--- config.mk ---
export PLATFORM = sky130hd
export DESIGN_NAME = booth_sequencer
export DESIGN_NICKNAME = d
export VERILOG_FILES = /design/src/rtl/booth_pkg.sv /design/src/rtl/carry_lookahead_adder.sv /design/src/rtl/booth_sequencer.sv
export SDC_FILE = /design/constraint.sdc
export NUM_CORES = 1
export LEC_CHECK = 0
export CAP_MARGIN = 10
export CORE_MARGIN = 3
export CORE_UTILIZATION = 35
export CTS_BUF_LIST = sky130_fd_sc_hd__clkbuf_4 sky130_fd_sc_hd__clkbuf_8
export CTS_CLUSTER_SIZE = 25
export DETAILED_ROUTE_END_ITERATION = 12
export DONT_BUFFER_PORTS = 1
export SYNTH_ARGS = -nofsm -noshare
export SYNTH_HDL_FRONTEND = slang
export SYNTH_SLANG_ARGS = --single-unit
--- constraint.sdc ---
create_clock -name clk -period 2.71 [get_ports clk]
set_input_delay 0.542 -clock clk [delete_from_list [all_inputs] [get_ports clk]]
set_output_delay 0.542 -clock clk [all_outputs]
set_load 0.005 [all_outputs]
--- src/rtl/booth_pkg.sv ---
// rtl/booth_pkg.sv - shared state encoding and default width for the Booth multiplier
package booth_pkg;

  localparam int BOOTH_DEFAULT_N = 8;

  typedef enum logic [1:0] {
    ST_IDLE = 2'd0,
    ST_RUN  = 2'd1,
    ST_DONE = 2'd2
  } state_e;

endpackage

--- src/rtl/carry_lookahead_adder.sv ---
// rtl/carry_lookahead_adder.sv - N-bit carry-lookahead adder with carry-in and carry-out
module carry_lookahead_adder #(
  parameter int N = 4
) (
  input  logic [N-1:0] a,
  input  logic [N-1:0] b,
  input  logic         cin,
  output logic [N-1:0] sum,
  output logic         cout
);

  logic [N-1:0] g;
  logic [N-1:0] p;
  logic [N:0]   c;
  logic         acc;
  logic         pp;

  // Each carry is the flattened OR of generate terms gated by the propagate chain below them.
  always_comb begin
    g   = a & b;
    p   = a ^ b;
    c   = '0;
    acc = 1'b0;
    pp  = 1'b0;
    c[0] = cin;
    for (int i = 0; i < N; i++) begin
      acc = g[i];
      pp  = p[i];
      for (int j = i - 1; j >= 0; j--) begin
        acc = acc | (pp & g[j]);
        pp  = pp & p[j];
      end
      c[i+1] = acc | (pp & cin);
    end
    sum  = p ^ c[N-1:0];
    cout = c[N];
  end

endmodule

--- src/rtl/booth_sequencer.sv ---
// rtl/booth_sequencer.sv - radix-2 sequential Booth multiplier, N RUN cycles per product
module booth_sequencer
  import booth_pkg::*;
#(
  parameter int N = BOOTH_DEFAULT_N
) (
  input  logic           clk,
  input  logic           rst_n,
  input  logic           start,
  input  logic [N-1:0]   multiplicand,
  input  logic [N-1:0]   multiplier,
  output logic           busy,
  output logic           done,
  output logic [2*N-1:0] product
);

  localparam int CW = $clog2(N + 1);

  state_e         state_q, state_d;
  logic [N:0]     a_q, a_d;
  logic [N-1:0]   q_q, q_d;
  logic [N-1:0]   m_q, m_d;
  logic           qm1_q, qm1_d;
  logic [CW-1:0]  count_q, count_d;
  logic           busy_q, busy_d;
  logic           done_q, done_d;
  logic [2*N-1:0] product_q, product_d;

  logic [N:0]     m_ext;
  logic [N:0]     addend;
  logic [N:0]     sum;
  logic           cin;
  logic           cout_unused;

  // Sign-extending M by one bit lets -2^(N-1) be subtracted without overflow.
  always_comb begin
    m_ext  = {m_q[N-1], m_q};
    addend = '0;
    cin    = 1'b0;
    case ({q_q[0], qm1_q})
      2'b01:   addend = m_ext;
      2'b10: begin
        addend = ~m_ext;
        cin    = 1'b1;
      end
      default: addend = '0;
    endcase
  end

  carry_lookahead_adder #(
    .N(N + 1)
  ) u_adder (
    .a   (a_q),
    .b   (addend),
    .cin (cin),
    .sum (sum),
    .cout(cout_unused)
  );

  always_comb begin
    state_d   = state_q;
    a_d       = a_q;
    q_d       = q_q;
    m_d       = m_q;
    qm1_d     = qm1_q;
    count_d   = count_q;
    done_d    = 1'b0;
    product_d = product_q;
    case (state_q)
      ST_IDLE: begin
        if (start) begin
          m_d     = multiplicand;
          q_d     = multiplier;
          a_d     = '0;
          qm1_d   = 1'b0;
          count_d = CW'(N);
          state_d = ST_RUN;
        end
      end
      ST_RUN: begin
        a_d     = {sum[N], sum[N:1]};
        q_d     = {sum[0], q_q[N-1:1]};
        qm1_d   = q_q[0];
        count_d = count_q - CW'(1);
        if (count_q == CW'(1)) begin
          state_d = ST_DONE;
        end
      end
      ST_DONE: begin
        done_d    = 1'b1;
        product_d = {a_q[N-1:0], q_q};
        state_d   = ST_IDLE;
      end
      default: state_d = ST_IDLE;
    endcase
    busy_d = (state_d != ST_IDLE);
  end

  always_ff @(posedge clk or negedge rst_n) begin
    if (!rst_n) begin
      state_q   <= ST_IDLE;
      a_q       <= '0;
      q_q       <= '0;
      m_q       <= '0;
      qm1_q     <= 1'b0;
      count_q   <= '0;
      busy_q    <= 1'b0;
      done_q    <= 1'b0;
      product_q <= '0;
    end else begin
      state_q   <= state_d;
      a_q       <= a_d;
      q_q       <= q_d;
      m_q       <= m_d;
      qm1_q     <= qm1_d;
      count_q   <= count_d;
      busy_q    <= busy_d;
      done_q    <= done_d;
      product_q <= product_d;
    end
  end

  assign busy    = busy_q;
  assign done    = done_q;
  assign product = product_q;

endmodule

---- Word level (Yosys, flattened, before mapping) ----
Cells that the tools add are included.
cells by class
  $add $sub $neg .......................... 1
  equal/unequal tests ..................... 6
  muxes and demuxes ....................... 14
  bitwise gates (word level) .............. 104
  reductions and logical operators ........ 5
operators with widths
  operator                                                            count
  1-bit AND                                                           64
  1-bit bitwise OR                                                    36
  9-bit case mux with 2 select lines                                  2
  9-bit XOR                                                           2
  8-bit case mux with 2 select lines                                  1
  9-bit 2-to-1 mux                                                    1
  9-bit inverter                                                      1
  8-bit AND                                                           1
  8-bit 2-to-1 mux                                                    1
  4-bit case mux with 2 select lines                                  1
  2-bit by 1-bit == test with 1-bit output, second input constant     2
  2-bit == test, second input constant                                2
  4-bit by 1-bit == test with 1-bit output, second input constant     1
  2-bit 2-to-1 mux                                                    2
  4-bit 2-to-1 mux                                                    1
  2-bit case mux with 2 select lines                                  1
  2-bit AND reduction                                                 2
  2-bit nonzero test                                                  2
  4-bit by 1-bit subtractor with 4-bit output, second input constant  1
  1-bit 2-to-1 mux                                                    3
  2-bit zero test                                                     1
  2-bit != test, second input constant                                1
  1-bit case mux with 2 select lines                                  1
storage, ports and cells
  register bits after elaboration ......... 50
  bits of input ports ..................... 19
  output and inout bits ................... 18
  logic and storage cells ................. 139

---- Logic depth before layout (Yosys ltp) ----
Gate-level depths: netlist of run 1.
  word-level depth ........................ 14
  mapped depth ............................ 10
  mapped depth without buffers ............ 8

---- Cells and area by module ----
From an unflattened synthesis of run 1, not the netlist that was laid out.
unflattened totals
  cell total of the unflattened synthesis .. 214
  area total of the unflattened synthesis .. 2568.7 sq um
by module, submodules not included
  module                 times used  cells an instance  area each (sq um)  seq. area each (sq um)
  booth_sequencer        1           165                2155.8             1226.2
  carry_lookahead_adder  1           49                 412.9              0.0

---- Least setup slack after synthesis of run 1 ----
Ideal clock, no wire load.
  path kind ............................... register -> register
  start point ............................. reg qm1_q
  end point ............................... reg a_q[3]
  setup time .............................. 126 ps
  arrival time ............................ 2156 ps
  data required time ...................... 2584 ps
  path slack .............................. 428 ps
  cell stages (with the launch flop) ...... 11
  path buffers ............................ 2
  clock period less this slack ............ 2282 ps
  cell sequence ........................... dfrtp_1 -> clkbuf_1 -> nand2b_1 -> clkbuf_1 -> o22ai_1 -> ha_1 -> a21oi_1 -> nand2_1 -> a21o_1 -> a211oi_1 -> o31ai_1
between the ends
  cells in the longest elaborated chain, start to end .. 10
  elaborated cells on any way between the ends .. 19
  classes of those cells .................. eq/ne (2); mux (3); bitwise (14)
RTL lines
  what                                                                              line                                                      RTL
  from (decl)                                                                       booth_sequencer.sv:23                                     logic qm1_q, qm1_d;
  from (signal assigned)                                                            booth_sequencer.sv:115                                    qm1_q <= qm1_d;
  2-bit == test / 2-bit by 1-bit == test with 1-bit output (equally long branches)  booth_sequencer.sv:40                                     case ({q_q[0], qm1_q})
  9-bit case mux with 2 select lines                                                booth_sequencer.sv:40
  9-bit XOR / 8-bit AND (equally long branches)                                     carry_lookahead_adder.sv:21, carry_lookahead_adder.sv:20
  1-bit AND (on tied branches)                                                      carry_lookahead_adder.sv:30, carry_lookahead_adder.sv:31
  1-bit bitwise OR, or another cell as far along (2 in a row)                       carry_lookahead_adder.sv:30                               acc = acc | (pp & g[j]);
  1-bit bitwise OR / 1-bit AND (equally long branches)                              carry_lookahead_adder.sv:30, carry_lookahead_adder.sv:33
  1-bit bitwise OR                                                                  carry_lookahead_adder.sv:33                               c[i+1] = acc | (pp & cin);
  9-bit XOR *                                                                       carry_lookahead_adder.sv:35                               sum = p ^ c[N-1:0];
  9-bit case mux with 2 select lines *                                              booth_sequencer.sv:69                                     case (state_q)
  to (signal assigned)                                                              booth_sequencer.sv:102                                    a_q <= '0;
  to (signal assigned)                                                              booth_sequencer.sv:112                                    a_q <= a_d;
  to (decl)                                                                         booth_sequencer.sv:20                                     logic [N:0] a_q, a_d;
Mark *: on every way between the ends. The rest lies on a longest branch, timed or not.
A chain may end at the register's enable or synchronous reset.

---- Final worst setup path of run 1 ----
  start point ............................. reg q_q[0]
  end point ............................... reg a_q[3]
between the ends
  cells in the longest elaborated chain, start to end .. 10
  elaborated cells on any way between the ends .. 19
  classes of those cells .................. eq/ne (2); mux (3); bitwise (14)
RTL lines
  what                                                                              line                                                      RTL
  from (decl)                                                                       booth_sequencer.sv:21                                     logic [N-1:0] q_q, q_d;
  from (signal assigned)                                                            booth_sequencer.sv:113                                    q_q <= q_d;
  2-bit == test / 2-bit by 1-bit == test with 1-bit output (equally long branches)  booth_sequencer.sv:40
  9-bit case mux with 2 select lines                                                booth_sequencer.sv:40
  9-bit XOR / 8-bit AND (equally long branches)                                     carry_lookahead_adder.sv:21, carry_lookahead_adder.sv:20
  1-bit AND (on tied branches)                                                      carry_lookahead_adder.sv:30, carry_lookahead_adder.sv:31
  1-bit bitwise OR, or another cell as far along (2 in a row)                       carry_lookahead_adder.sv:30
  1-bit bitwise OR / 1-bit AND (equally long branches)                              carry_lookahead_adder.sv:30, carry_lookahead_adder.sv:33
  1-bit bitwise OR                                                                  carry_lookahead_adder.sv:33
  9-bit XOR *                                                                       carry_lookahead_adder.sv:35
  9-bit case mux with 2 select lines *                                              booth_sequencer.sv:69
Marks and branches as above.

==> impl_metrics.yaml, run 1 <==
yosys:
  synth_edf_count: 0
  syn_area_per_cell_um2: 10.3
  ys_async_sr_fraction: 1.00
  yosys_warnings: 0
  postSynthCellCount: 227
  syn-cell-area_mm2: 0.00234
  ys.flop_type: "dfrtp_1"
  synthesis.nets: 257
  ys_seq_area_frac: 0.524
  yosysUniqueCellTypes: 34
  ys_seq_elements: 49
place:
  gp_congestion: 0.849
  dp_hpwl_um: 3240
  placedCellCount: 295
  portBuffers: 0
  place_ws_ns: 0.370
final_layout:
  area_growth_pct: 7.92
  final_cells: 304
  antennaDiodeCount: 0
  final_cell_mix: "nand2_1, dfrtp_1, mux2_2"
  layout_commonest_cell: "nand2_1"
  drive_gt1_frac: 0.141
  nets: 256
sta:
  slew_headroom: 0.413
  finalHoldViolCount: 0
  finalCritPeriodShare: 0.866
  fin_worst_skew_ns: 0.00689
  clock.fmax_ghz: 0.426
  layout_setup_ws_ns: 0.363
  finalSetupViolations: 0
  worst_pin_slew_ns: 0.881
  setup_tns_ns: 0
  finalCriticalPeriod_ns: 2.35
  maxSlewViolCount: 0
  rsz0062_at_grt: "false"
setup_path:
  cp-start-kind: "register"
  crit_buf_inv: 0
  critPathArrivalTime_ns: 2.51
  slowest_stage: "dfrtp_1"
  slowest_delay_ns: 0.57
  crit_required_ns: 2.87
  rrSetupSlack_ns: 0.36
  crit_chain: "nand2b_1 -> o22ai_1 -> ha_1 -> nand4b_1 -> nand2_1 -> a21o_1 -> a211oi_1 -> o31ai_1"
  crit_path_max_fanout: 13
  cp_top_family: "compound AO/OA/AOI/OAI gates"
  crit_path_end_kind: "register"
  worstSetupPathType: "reg2reg"
power:
  switching_share: 0.412
  switching_power_mw: 1.35
  power_density_mw_per_mm2: 1300
  seqPwrFrac: 0.417
  p_clk_frac: 0.137
  p_leak_nw: 1.13
  p_comb_frac: 0.446
  power_mw: 3.28
  internal-power_mw: 1.93
  ir_worst_vdd_mv: 0.469
grt:
  antenna_found_initial: 0
  grt_pass1_wl_um: 7840
  grt_pass1_vias: 1554
  overflow: 0
  grt_max_degree: 50
  grtUsageTotal: 0.132
routing:
  final_antenna_net_count: 0
  wl_per_cell_um: 15.1
  drtIter0Drc: 64
  wl_um: 4600
  dr.pass1.iters: 4
  avgViaCountPerCell: 5.13
  route.detailed.drc: 0
  via_count: 1560
floorplanning:
  ioPinCount: 37
  rows: 29
  coreArea_mm2: 0.00642
  die_h_um: 87.7
  dieWidth_um: 87.7
  start_util: 0.364
  dieArea_mm2: 0.00770
worst_hold_path:
  hold_path.class: "in2async"
clocking:
  cts_tree: "done"
  clk_pin_slew_ns: 0.10
  cts_resized: 0
  cts_made_buffers: 5
  cts.sinks: 49
  clk_latency_ns: 0.31
  htreeDepth: 2
  max-clock-path-buffers: 2
  root_buffer: "clkbuf_8"
status:
  status: "finished clean"
job:
  cap_violations: 0
==> repair_timing <==
action                                  4_1_cts  5_1_grt
hold buffers                                  1        0
buffers inserted                              0        0
endpoints found under the setup margin        0        0
hold endpoints to repair                     49        0
==> stage by stage <==
stage | hold WS [ns] | utilization | instance area (um2)
floorplan | 0.246 | - | 2340
global placement | 0.247 | 0.374 | 2400
detailed placement | 0.247 | 0.374 | 2400
CTS | 0.0741 | 0.393 | 2520
global route | 0.0693 | 0.393 | 2520
finish | 0.0733 | 0.393 | 2520
==> cell type report <==
cell class | instances | area, um2
Clock inverter | 3 | 26.3
Multi-Input combinational cell | 160 | 1030
Tap cell | 77 | 96.3
Timing Repair Buffer | 4 | 50.0
Fill cell | 613 | 3900
Sequential cell | 49 | 1230
Inverter | 6 | 22.5
Clock buffer | 5 | 68.8
==> worst paths after layout <==
check / endpoint / depth (start not counted) / startpoint
setup reg to reg: a_q[3] / 8 / q_q[0]
hold / removal: q_q[4] / 1 / rst_n
min in group clk: m_q[4] / 2 / multiplicand[4]
max in group asynchronous: product[9] / 1 / rst_n
setup / recovery: a_q[3] / 8 / q_q[0]
hold reg to reg: count_q[3] / 1 / count_q[3]
==> metal layers <==
metal | wire, um | global-route usage
met1 | 2360 | 0.187
met2 | 1960 | 0.192
met3 | 221 | 0.0386
met4 | 60 | 0.0474
met5 | 0 | 0
==> power groups by stage <==
| stage | Combinational [mW] | Sequential, mW | Clock [mW] |
|---|---|---|---|
| finish | 1.46 | 1.37 | 0.448 |
| CTS | 1.47 | 1.37 | 0.469 |
| global route | 1.69 | 1.42 | 0.497 |
| global placement | 1.42 | 1.38 | 0 |
| floorplan | 1.24 | 1.27 | 0 |
| detailed placement | 1.45 | 1.38 | 0 |
==> registers in the layout, summed over array words and instances, names as in the netlist <==
signal   cells
product     16
q_q          8
count_q      4
state_q      2
a_q          8
qm1_q        1
done         1
m_q          8
busy         1
==> cell families (layout without fill, tap and decap cells) <==
kind of cell,after synthesis,count (layout),share of synthesized area
AO/OA/AOI/OAI,42,42,0.124
XOR/XNOR,4,4,0.0150
adder cells (fa/ha/maj),11,11,0.0621
buffers and inverters,18,18,0.0337
flip-flops,49,49,0.524
multiplexers,15,15,0.0722
AND/OR/NAND/NOR,88,88,0.169
==> Yosys cell counts, types with 4 or more instances <==
master / number / area, um2
nand2_1: 59 / 221
dfrtp_1: 49 / 1230
mux2_2: 15 / 169
o21ai_0: 11 / 55.1
ha_1: 10 / 125
nand3_1: 10 / 50.1
a22oi_1: 8 / 60.1
o22ai_1: 8 / 50.1
buf_2: 6 / 30.0
inv_1: 6 / 22.5
clkbuf_1: 5 / 18.8
nor2_1: 4 / 15.0
No activity file was read; power rests on OpenSTA's default activity.
==> inputs of run 2 (changes only) <==
RECOVER_POWER = 50   (was not set)
==> impl_metrics.yaml, run 2 (same netlist as run 1, synthesis figures left out) <==
routing:
  wl_um: 4580
  avgViaCountPerCell: 5.15
  final_antenna_net_count: 0
  via_count: 1565
  drtIter0Drc: 62
  wl_per_cell_um: 15.1
  route.detailed.drc: 0
  dr.pass1.iters: 4
floorplanning:
  die_h_um: 87.7
  coreArea_mm2: 0.00642
  ioPinCount: 37
  dieArea_mm2: 0.00770
  rows: 29
  dieWidth_um: 87.7
  start_util: 0.364
sta:
  rsz0062_at_grt: "false"
  slew_headroom: 0.200
  finalHoldViolCount: 0
  finalCritPeriodShare: 0.869
  fin_worst_skew_ns: 0.00655
  clock.fmax_ghz: 0.424
  finalCriticalPeriod_ns: 2.36
  worst_pin_slew_ns: 1.20
  setup_tns_ns: 0
  maxSlewViolCount: 0
  finalSetupViolations: 0
setup_path:
  cp-start-kind: "register"
  crit_path_max_fanout: 13
  crit_path_end_kind: "register"
  critPathArrivalTime_ns: 2.52
  crit_required_ns: 2.87
  crit_buf_inv: 0
  slowest_delay_ns: 0.57
  cp_top_family: "compound AO/OA/AOI/OAI gates"
  worstSetupPathType: "reg2reg"
  slowest_stage: "dfrtp_1"
  crit_chain: "nand2b_1 -> o22ai_1 -> ha_1 -> nand4b_1 -> nand2_1 -> a21o_1 -> a211oi_1 -> o31ai_1"
final_layout:
  area_growth_pct: 6.96
  final_cells: 304
  antennaDiodeCount: 0
  drive_gt1_frac: 0.141
  nFillCells: 616
  final_cell_mix: "nand2_1, dfrtp_1, mux2_2"
  finalInstanceArea_mm2: 0.00250
  layout_commonest_cell: "nand2_1"
  nets: 256
  largest_reg_flops: 16
place:
  gp_congestion: 0.849
  portBuffers: 0
  dpl-instance-area_mm2: 0.00240
  placedCellCount: 295
  dp_hpwl_um: 3240
grt:
  grt_max_degree: 50
  antenna_found_initial: 0
  grt_pass1_wl_um: 7840
  overflow: 0
  grtUsageTotal: 0.132
  grt_pass1_vias: 1554
power:
  p_leak_nw: 1.12
  power_mw: 3.27
  power_density_mw_per_mm2: 1310
  ir_worst_vdd_mv: 0.471
worst_hold_path:
  hold_path.class: "in2reg"
clocking:
  htreeDepth: 2
  max-clock-path-buffers: 2
  clk_latency_ns: 0.31
  cts.sinks: 49
  cts_made_buffers: 5
  root_buffer: "clkbuf_8"
  cts_resized: 0
  cts_tree: "done"
  clk_pin_slew_ns: 0.09
status:
  status: "finished clean"
job:
  cap_violations: 0
==> run 2: what timing repair did <==
action	CTS	global route
hold buffers	1	0
hold endpoints to repair	49	0
buffers inserted	0	0
==> run 2: final cells by class <==
cell class,instances,area [um2],share of cell area
sequential,49,1230,0.490
clock buffer,5,68.8,0.0275
timing repair buffer,4,27.5,0.0110
tap,77,96.3,0.0385
inverter,6,22.5,0.00900
clock inverter,3,26.3,0.0105
multi-input combinational,160,1030,0.413
==> run 2: final timing paths <==
path | start | end | slack, ns | cells after the start
hold reg to reg | count_q[3] | count_q[3] | 0.50 | 1
max in group asynchronous | rst_n | a_q[2] | 1.52 | 1
setup / recovery | q_q[0] | a_q[3] | 0.35 | 8
setup reg to reg | q_q[0] | a_q[3] | 0.35 | 8
hold / removal | multiplicand[4] | m_q[4] | 0.34 | 2
min in group asynchronous | rst_n | q_q[5] | 0.46 | 1
==> run 2: worst register-to-register path: cells and delay by family, from the launching register on <==
family	cells	cell delay (ns)
and+or+nand+nor	3	0.51
DFF	1	0.57
AOI/OAI and AO/OA	4	0.86
adders and majority gates	1	0.28
==> run 2: through the flow <==
stage | hold WS (ns) | util | setup slack (ns)
6_report | 0.336 | 0.389 | 0.354
5_1_grt | 0.316 | 0.389 | 0.126
4_1_cts | 0.0741 | 0.393 | 0.352
2_1_floorplan | 0.246 | - | 0.428
3_3_place_gp | 0.247 | 0.374 | 0.426
3_5_place_dp | 0.247 | 0.374 | 0.370
==> run 2: routing by layer <==
layer,GRT usage,vias up,part of all wire
met5,0,-,0
met4,0.0474,0,0.013
met3,0.0386,6,0.048
met2,0.192,40,0.43
met1,0.187,730,0.51
li1,-,789,-
==> run 2: power breakdown <==
group / switching, mW / total, mW / internal (mW)
logic: 0.796 / 1.46 / 0.664
clock network: 0.260 / 0.448 / 0.188
registers: 0.293 / 1.36 / 1.07
==> inputs of run 3 (changes only) <==
==> constraint.sdc (replaced) <==
create_clock -name clk -period 2.9 [get_ports clk]
set_input_delay 0.435 -clock clk [delete_from_list [all_inputs] [get_ports clk]]
set_output_delay 0.435 -clock clk [all_outputs]
set_load 0.005 [all_outputs]
==> impl_metrics.yaml, run 3 (same netlist as run 1, synthesis figures left out) <==
status:
  status: "finished clean"
worst_hold_path:
  hold_path.class: "in2reg"
clocking:
  root_buffer: "clkbuf_8"
  clk_latency_ns: 0.30
  cts_made_buffers: 5
  cts_setup_buffers: 0
  cts.sinks: 49
  clk_pin_slew_ns: 0.09
  max-clock-path-buffers: 2
  cts_tree: "done"
  htreeDepth: 2
  cts_resized: 0
final_layout:
  final_cell_mix: "nand2_1, dfrtp_1, mux2_2"
  finalInstanceArea_mm2: 0.00251
  largest_reg_flops: 16
  area_growth_pct: 7.44
  final_util: 0.391
  antennaDiodeCount: 0
  drive_gt1_frac: 0.140
  nets: 257
  layout_commonest_cell: "nand2_1"
routing:
  wl_um: 4760
  route.detailed.drc: 0
  drtIter0Drc: 71
  avgViaCountPerCell: 5.25
  wl_per_cell_um: 15.6
  final_antenna_net_count: 0
  via_count: 1602
  dr.pass1.iters: 4
sta:
  clock.fmax_ghz: 0.410
  finalSetupViolations: 0
  finalCriticalPeriod_ns: 2.44
  worst_pin_slew_ns: 1.20
  finalHoldViolCount: 0
  finalCritPeriodShare: 0.841
  fin_worst_skew_ns: 0.00787
  rsz0062_at_grt: "false"
  slew_headroom: 0.202
  setup_tns_ns: 0
  maxSlewViolCount: 0
floorplanning:
  rows: 29
  start_util: 0.364
  die_h_um: 87.7
  dieArea_mm2: 0.00770
  coreArea_mm2: 0.00642
  dieWidth_um: 87.7
  ioPinCount: 37
place:
  portBuffers: 0
  dp_hpwl_um: 3310
  gp_congestion: 0.877
  dpl-instance-area_mm2: 0.00240
job:
  cap_violations: 0
setup_path:
  slowest_delay_ns: 0.57
  critPathArrivalTime_ns: 2.60
  worstSetupPathType: "reg2reg"
  crit_required_ns: 3.06
  crit_path_max_fanout: 13
  crit_path_end_kind: "register"
  crit_chain: "nand2b_1 -> o22ai_1 -> ha_1 -> nand4b_1 -> nand2_1 -> a21o_1 -> a211oi_1 -> o31ai_1"
  cp-start-kind: "register"
  slowest_stage: "dfrtp_1"
power:
  p_leak_nw: 1.13
  power_density_mw_per_mm2: 1220
  ir_worst_vdd_mv: 0.434
grt:
  grt_pass1_vias: 1594
  top_usage_layer: "met2"
  grt_use_met3: 0.0357
  grtUsageTotal: 0.133
  grt_pass1_wl_um: 7890
  grt_use_met1: 0.184
  overflow: 0
  antenna_found_initial: 0
  use_met2: 0.193
  grt_max_degree: 50
## run 3: changes by cell type in the layout (fill, tap and decap cells not counted), sizes merged
| cell | change |
|---|---|
| clkbuf | +1 |
| clkinv | +2 |
| clkinvlp | -2 |
| dlygate4sd3 | +1 |
| inv | -1 |
## run 3: final timing paths
kind                            startpoint  slack [ns]  cells past startpoint          end
max                                 q_q[0]        0.46                      8       a_q[3]
min                        multiplicand[2]        0.23                      2       m_q[2]
max reg2reg                         q_q[0]        0.46                      8       a_q[3]
min reg2reg                     count_q[3]        0.50                      1   count_q[3]
max in group asynchronous            rst_n        1.25                      2  product[12]
min in group asynchronous            rst_n        0.92                      2   product[3]
## run 3: power breakdown
part	switching [mW]	internal (mW)	leakage [nW]
logic	0.750	0.622	0.516
clock network	0.227	0.194	0.0512
registers	0.278	1.00	0.566
total	1.26	1.82	1.13
## run 3: through the flow
step	setup slack [ns]	hold slack, ns	total power [mW]	std cells
floorplan	0.618	0.139	2.35	227
detailed placement	0.509	0.140	2.66	295
global placement	0.627	0.140	2.61	295
global route	0.185	0.218	3.36	305
finish	0.461	0.228	3.07	305
CTS	0.486	0.218	3.11	305
## run 3: timing repair
action / CTS / global route
endpoints found under the hold margin: 49 / 0
setup endpoints to repair: 0 / 0
hold buffers: 2 / 0
## run 3: final cells by class
cell class / instances / area (um2)
clock buffer: 6 / 82.6
clock inverter: 2 / 13.8
fill: 609 / 3910
inverter: 6 / 22.5
multi-input combinational: 160 / 1030
sequential: 49 / 1230
tap: 77 / 96.3
timing repair buffer: 5 / 37.5
## run 3: worst max-delay path: cells and delay by family (launching register included)
family,cells,cell delay (ns)
compound gates,4,0.93
fa+ha+maj,1,0.30
flops,1,0.57
simple gates,3,0.50
## run 3: per-layer routing
metal	wire length, um	vias to the layer above
li1	-	781
met1	2250	768
met2	2160	44
met3	241	9
met4	109	0
met5	0	-
